$ cat src/rtl/johnson_counter_n.sv
// Parametrised Johnson (twisted-ring) counter with enable, direction, parallel load,
// combinational phase decode, registered wrap pulse and optional illegal-state recovery.
module johnson_counter_n #(
  parameter int WIDTH        = 4,
  parameter bit SELF_CORRECT = 1'b1,
  parameter int IDX_W        = $clog2(2 * WIDTH)
) (
  input  logic             clk,
  input  logic             reset,
  input  logic             en,
  input  logic             up,
  input  logic             load,
  input  logic [WIDTH-1:0] load_val,
  output logic [WIDTH-1:0] q,
  output logic [IDX_W-1:0] phase,
  output logic             wrap,
  output logic             illegal,
  output logic             err
);

  logic [WIDTH-1:0] r_q;
  logic             r_wrap;
  logic             r_err;

  logic [WIDTH-2:0] w_trans;
  logic [IDX_W:0]   w_ones;
  logic             w_illegal;
  logic [IDX_W-1:0] w_phase;
  logic [WIDTH-1:0] w_q_fwd;
  logic [WIDTH-1:0] w_q_rev;
  logic             w_wrap_hit;

  // A legal ring word has at most one boundary between adjacent stages.
  // Its phase is the ones count when the tail stage is 0, else 2*WIDTH minus the ones count.
  always_comb begin
    w_trans   = r_q[WIDTH-1:1] ^ r_q[WIDTH-2:0];
    w_ones    = (IDX_W + 1)'($countones(r_q));
    w_illegal = ($countones(w_trans) > 1);
    w_phase   = '0;
    if (!w_illegal) begin
      if (r_q[0]) begin
        w_phase = IDX_W'(2 * WIDTH) - IDX_W'(w_ones);
      end else begin
        w_phase = IDX_W'(w_ones);
      end
    end
  end

  assign w_q_fwd    = {~r_q[0], r_q[WIDTH-1:1]};
  assign w_q_rev    = {r_q[WIDTH-2:0], ~r_q[WIDTH-1]};
  assign w_wrap_hit = !w_illegal &&
                      (up ? (w_phase == IDX_W'(2 * WIDTH - 1)) : (w_phase == '0));

  // NOTE: state registers use non-blocking assignments so every flop samples pre-edge values.
  always_ff @(posedge clk or posedge reset) begin
    if (reset) begin
      r_q    <= '0;
      r_wrap <= 1'b0;
      r_err  <= 1'b0;
    end else begin
      r_wrap <= 1'b0;
      if (load) begin
        r_q <= load_val;
      end else if (SELF_CORRECT && w_illegal) begin
        r_q   <= '0;
        r_err <= 1'b1;
      end else if (en) begin
        r_q    <= up ? w_q_fwd : w_q_rev;
        r_wrap <= w_wrap_hit;
      end
    end
  end

  assign q       = r_q;
  assign phase   = w_phase;
  assign wrap    = r_wrap;
  assign illegal = w_illegal;
  assign err     = r_err;

endmodule

$ cat config.mk
export PLATFORM = sky130hd
export DESIGN_NAME = johnson_counter_n
export DESIGN_NICKNAME = d
export VERILOG_FILES = /design/src/rtl/johnson_counter_n.sv
export SDC_FILE = /design/constraint.sdc
export NUM_CORES = 1
export LEC_CHECK = 0
export ABC_AREA = 1
export CAP_MARGIN = 20
export CORE_MARGIN = 2
export CORE_UTILIZATION = 40
export CTS_BUF_LIST = sky130_fd_sc_hd__clkbuf_4 sky130_fd_sc_hd__clkbuf_8
export DETAILED_ROUTE_END_ITERATION = 8
export MAX_ROUTING_LAYER = met4
export PLACE_DENSITY = 0.73
export SYNTH_ARGS = -nofsm -noshare
export SYNTH_HDL_FRONTEND = slang
export SYNTH_SLANG_ARGS = --single-unit
$ cat constraint.sdc
create_clock -name clk -period 6.5 [get_ports clk]
set_clock_uncertainty 0.2 [all_clocks]
set_input_delay 1.95 -clock clk [delete_from_list [all_inputs] [get_ports clk]]
set_output_delay 1.95 -clock clk [all_outputs]
set_load 0.05 [all_outputs]
Word-level counts from Yosys, hierarchy flattened
Cells that the tools add are included.
Widths: inputs -> output; s select.
Cells by class
  $lt $le $gt $ge: 1
  $add $sub $neg: 6
  equality and inequality tests: 1
  bitwise operators: 4
  multiplexer cells: 10
  reduce and logical (&&, ||, !) cells: 5
Operator list (count)
  $mux 4: 4
  $add 1x1->2: 3
  $mux 3: 2
  $mux 1: 4
  $add 2x1->3: 1
  $add 2x2->3: 1
  $eq 3x3->1 const B: 1
  $gt 3x1->1 const B: 1
  $logic_not 3->1: 1
  $not 1->1: 3
  $reduce_bool 3->1: 1
  $sub 1x3->3 const A: 1
  $xor 3x3->3: 1
  $reduce_and 2->1: 1
  $logic_and 1x1->1: 1
  $logic_not 1->1: 1
Word-level totals
  bits in registers: 6
  input bits: 9
  output and inout port bits: 10

Depth between registers and ports, before layout
Gate-level depths: netlist (run 1).
  word-level depth: 11
  mapped depth: 14
  mapped depth without buffers: 14

Worst setup path after synthesis (run 1)
OpenSTA, ideal clock, no wires.
  path kind: flip-flop to output port
  from: register r_q[0] (netlist: q[0])
  to: output phase[1]
  stages on the path, launching flop included: 10
  path slack: 1.753 ns
  data arrival time: 2.597 ns
  buffers on the path: 0
  required time: 4.350 ns
  cells stage by stage: dfrtp_1 -> fa_1 -> ha_1 -> ha_1 -> inv_1 -> ha_1 -> nand2_1 -> o21ai_0 -> nand3_1 -> inv_1
On the way
  longest elaborated chain between the ends: 5
RTL lines
  start, declared: line 21  | logic [WIDTH-1:0] r_q;
  start signal, assigned: line 63  | r_q <= load_val;
  start signal, assigned: line 68  | r_q <= up ? w_q_fwd : w_q_rev;
  $add 1x1->2 (implied by the code) / $xor 3x3->3 (equally long branches): line 37, 36
  $add 2x2->3 (implied by the code) / $add 1x1->2 (equally long branches): line 37, 38
  $sub 1x3->3 / $add 2x1->3 (equally long branches): line 42, 38
  $mux 3 / $gt 3x1->1 (equally long branches): line 41, 38
  $mux 3 *: line 40  | if (!w_illegal) begin
  end, declared: line 15  | output logic [IDX_W-1:0] phase,
Mark *: on every way between the ends. The rest lies on a longest branch, timed or not.

Worst setup path after layout (run 1)
Same ends and word-level chain as after synthesis.

==> impl_metrics.json, run 1 <==
{
  "synth.avg_cell_area_um2": 6.90,
  "postCtsSetupBuffers": 0,
  "grt_max_degree": 11,
  "rrSetupSlack_ps": 3870,
  "slew_violations": 0,
  "path_depth": 10,
  "drc": 0,
  "core_area_um2": 1330,
  "critical_path.cell_chain": "fa_1, ha_1, ha_1, inv_1, ha_1, nand2_1, o21ai_0, nand3_1, inv_1, clkdlybuf4s50_1",
  "nNetsFinal": 122,
  "synth_cells": 84,
  "yosysSeqAreaShare_pct": 25.9,
  "cts_tree": "done",
  "max_freq_mhz": 188,
  "arrival_ps": 3180,
  "r2r-start": "q[0]",
  "worstSetupEndpoint": "phase[1]",
  "setup_viol": 0,
  "rows": 13,
  "worstMarginPinSlew_ps": 503,
  "first_pass_iters": 4,
  "htreeDepth": 1,
  "dieArea_um2": 1770,
  "slowest_delay_ps": 790,
  "place_hpwl_um": 997,
  "clock_latency_ps": 250,
  "avgViaCountPerCell": 4.87,
  "crit_required_ps": 4350,
  "numClockSinks": 6,
  "cp_max_fo": 10,
  "grt_pass1_vias": 517,
  "n_antenna_cell": 0,
  "routed_wl_um": 1220,
  "clkTransAtPathRegs_ps": 50,
  "yosysWarnings": 0,
  "slowest_stage": "clkdlybuf4s50_1",
  "clockRootBuffer": "clkbuf_4",
  "startpoint": "q[0]",
  "cts_buffers": 3,
  "ys_seq_elements": 6,
  "antenna_found_initial": 0,
  "ios": 19,
  "grt_pass1_wl_um": 2080,
  "gp_congestion": 0.851,
  "vias": 584,
  "cp_num_buf_inv": 3,
  "hold_viol": 0,
  "worstSetupEndpointType": "primary output",
  "syn_nets": 99,
  "cp_top_family": "adder cells",
  "grt_setup_unrepaired": "no",
  "critPathKind": "register to primary output",
  "timing.final.crit_share_pct": 81.9,
  "hold_path.class": "register to register",
  "numPortBuffers": 18,
  "synthDistinctLibCells": 17,
  "grt_overflow": 0,
  "antenna_left": 0,
  "initialDrtViolationCount": 5,
  "cpMostUsedCell": "ha_1",
  "min_path_cells": 1,
  "critPathLaunchType": "register",
  "status": "complete, no violations",
  "synth_area_um2": 579,
  "post-route-min-period_ps": 5330,
  "fp.dieH_um": 42.1,
  "fp.dieW_um": 42.1,
  "postCtsHoldBufs": 0,
  "start_util_pct": 43.4,
  "ctsResizeCount": 0,
  "wl_per_cell_um": 10.2,
  "drv_cap": 0,
  "clk_path_buf_depth": 2,
  "synthToLayoutAreaGrowth_pct": 38.2,
  "drive_gt1_share_pct": 12.4,
  "reg2reg_to": "wrap",
  "grt_use_total_pct": 16.0,
  "relSlewSlack_pct": 66.4,
  "final_util_pct": 60.0,
  "setup_tns_ps": 0,
  "r2r_cells": 12
}
cell usage in the layout (no fill, tap or decap), types with 2 or more instances in the layout:
cell type	Yosys	final
clkbuf_4	0	3
or2_2	4	4
o21ai_0	5	5
nand2_1	29	29
ha_1	5	5
inv_1	15	15
o21bai_1	2	2
clkdlybuf4s50_1	0	18
nand3_1	9	9
dfrtp_1	6	6
area by class of cell:
type                       count  area, um2
inverter                      17       68.8
tap                           15       18.8
sequential                     6        150
fill                         127        533
timing repair buffer          18        180
multi-input combinational     61        360
clock buffer                   3       22.5
layer usage:
layer  wire length [um]  GRT usage [%]
met1                556           16.5
met2                610           27.5
met3                 23           2.59
met4                 33           11.3
met5                  0              -
worst min path at each step:
| stage | from | end |
|---|---|---|
| floorplan | err | err |
| global placement | err | err |
| detailed placement | err | err |
| CTS | err | err |
| global route | err | err |
| finish | err | err |
state kept, by name, indices dropped and copies added, names as in the netlist:
name / cells
q: 4
err: 1
wrap: 1
synth_stat cells:
library cell	count	area, um2
inv_6	1	8.76
nand3_2	1	10.0
nand3_4	1	17.5
o21ai_0	5	25.0
nor3_1	1	5.00
fa_1	1	20.0
dfrtp_1	6	150
xor2_1	1	8.76
nand2_1	29	109
nand2_4	1	11.3
nand3_1	9	45.0
o21bai_1	2	15.0
ha_1	5	62.6
inv_2	1	3.75
inv_1	15	56.3
nor2_2	1	6.26
or2_2	4	25.0
worst register-to-register path, delay by kind of cell (launching register included):
kind / cells / cell delay, ps
adders and majority gates: 4 / 1240
and+or+nand+nor: 5 / 370
DFF: 1 / 480
buffers and inverters: 2 / 110
AOI/OAI and AO/OA: 1 / 110
kinds of logic after synthesis:
family / Yosys count / synth area share [%]
xor gates and xnor gates: 1 / 1.51
adders and majority gates: 6 / 14.3
buffers and inverters: 17 / 11.9
and+or+nand+nor: 47 / 39.5
AOI/OAI and AO/OA: 7 / 6.91
DFF: 6 / 25.9
through the flow:
step | hold slack (ps) | instance area, um2 | setup slack, ps | cells
2_1_floorplan | 609 | 579 | 1750 | 84
3_3_place_gp | 264 | 778 | 1490 | 117
3_5_place_dp | 261 | 778 | 1400 | 117
4_1_cts | 282 | 801 | 1140 | 120
5_1_grt | 297 | 801 | 928 | 120
6_report | 272 | 801 | 1170 | 120
Power of run 1 is not shown: default switching activity piles up to over one toggle a cycle in this logic, so the estimate is an artifact.
==> inputs of run 2 (changes only) <==
--- a/config.mk
+++ b/config.mk
@@ -12,7 +12,7 @@
 export CTS_BUF_LIST = sky130_fd_sc_hd__clkbuf_4 sky130_fd_sc_hd__clkbuf_8
 export DETAILED_ROUTE_END_ITERATION = 8
 export MAX_ROUTING_LAYER = met4
-export PLACE_DENSITY = 0.73
+export PLACE_DENSITY = 0.76
 export SYNTH_ARGS = -nofsm -noshare
 export SYNTH_HDL_FRONTEND = slang
 export SYNTH_SLANG_ARGS = --single-unit
==> constraint.sdc (replaced) <==
create_clock -name clk -period 4.7 [get_ports clk]
set_clock_uncertainty 0.2 [all_clocks]
set_input_delay 1.41 -clock clk [delete_from_list [all_inputs] [get_ports clk]]
set_output_delay 1.41 -clock clk [all_outputs]
set_load 0.05 [all_outputs]
==> impl_metrics.json, run 2 (synthesized netlist as in run 1, its figures left out) <==
{
  "path_depth": 10,
  "largest_reg_flops": 4,
  "cp_max_fo": 10,
  "max_freq_mhz": 238,
  "ctsResizeCount": 0,
  "postCtsSetupBuffers": 0,
  "status": "complete, no violations",
  "fp.dieH_um": 42.1,
  "cp_num_buf_inv": 3,
  "drive_gt1_share_pct": 14.3,
  "grt_setup_unrepaired": "no",
  "final_common_cell": "nand2_1",
  "final_cell_mix": "nand2_1, clkdlybuf4s50_1, inv_1",
  "htreeDepth": 1,
  "setup_viol": 0,
  "timing.final.crit_share_pct": 89.5,
  "post-route-min-period_ps": 4210,
  "antenna_found_initial": 0,
  "clockRootBuffer": "clkbuf_4",
  "startpoint": "q[0]",
  "antenna_left": 0,
  "postCtsHoldBufs": 0,
  "grt_pass1_wl_um": 2090,
  "wl_per_cell_um": 9.43,
  "critPathKind": "register to primary output",
  "rrSetupSlack_ps": 2040,
  "cts_buffers": 3,
  "worstMarginPinSlew_ps": 497,
  "drv_cap": 0,
  "start_util_pct": 43.4,
  "place_hpwl_um": 989,
  "r2r_cells": 12,
  "clk_path_buf_depth": 2,
  "slowest_delay_ps": 520,
  "clock_latency_ps": 240,
  "numPortBuffers": 18,
  "rows": 13,
  "avgViaCountPerCell": 4.74,
  "critical_path.cell_chain": "fa_1, ha_1, ha_1, inv_1, ha_1, nand2_1, o21ai_0, nand3_1, inv_1, buf_4",
  "setup_tns_ps": 0,
  "dieArea_um2": 1770,
  "crit_required_ps": 3090,
  "clkTransAtPathRegs_ps": 40,
  "grt_pass1_vias": 539,
  "vias": 569,
  "r2r-start": "q[0]",
  "reg2reg_to": "wrap",
  "slowest_stage": "fa_1",
  "grt_overflow": 0,
  "ios": 19,
  "hold_path.class": "register to register",
  "drc": 0,
  "cts_tree": "done",
  "fillers": 145,
  "slew_violations": 0,
  "core_area_um2": 1330,
  "nNetsFinal": 122,
  "routed_wl_um": 1130,
  "synthToLayoutAreaGrowth_pct": 37.4,
  "first_pass_iters": 4,
  "fp.dieW_um": 42.1,
  "gp_congestion": 0.892,
  "arrival_ps": 2600,
  "n_antenna_cell": 0,
  "initialDrtViolationCount": 5,
  "hold_viol": 0,
  "worstSetupEndpointType": "primary output",
  "grt_max_degree": 11,
  "relSlewSlack_pct": 66.7,
  "cpMostUsedCell": "ha_1",
  "cp_top_family": "adder cells",
  "numClockSinks": 6,
  "grt_use_total_pct": 15.5,
  "worstSetupEndpoint": "phase[1]",
  "critPathLaunchType": "register"
}
[run 2: cell types whose count changed in the layout (fill, tap and decap cells not counted)]
| cell | previous run | this run |
|---|---|---|
| clkdlybuf4s50_1 | 18 | 16 |
| buf_4 | 0 | 2 |
[run 2: metal layers]
| layer | wire (um) | track usage [%] |
|---|---|---|
| met3 | 32 | 2.59 |
| met2 | 596 | 28.4 |
| met1 | 504 | 16.7 |
| met5 | 0 | - |
| met4 | 0 | 5.63 |
[run 2: worst min path at each step]
stage,cells past startpoint,slack [ps],end,start
finish,1,260,err,err
global route,1,300,err,err
CTS,1,270,err,err
detailed placement,1,260,err,err
global placement,1,260,err,err
floorplan,1,610,err,err
[run 2: cell type report]
| cell class | count | area [um2] | area share, % |
|---|---|---|---|
| Timing Repair Buffer | 18 | 175 | 22.0 |
| Inverter | 17 | 68.8 | 8.65 |
| Clock buffer | 3 | 22.5 | 2.83 |
| Multi-Input combinational cell | 61 | 360 | 45.3 |
| Sequential cell | 6 | 150 | 18.9 |
| Tap cell | 15 | 18.8 | 2.36 |
[run 2: through the flow]
stage	hold WS (ps)	utilization [%]	cells	area, um2	worst slack (ps)
6_report	265	59.7	120	796	494
2_1_floorplan	609	-	84	579	493
4_1_cts	274	59.7	120	796	469
5_1_grt	298	59.7	120	796	283
3_5_place_dp	264	58.0	117	773	723
3_3_place_gp	263	58.0	117	773	846
Power of run 2 is left out for the same reason.
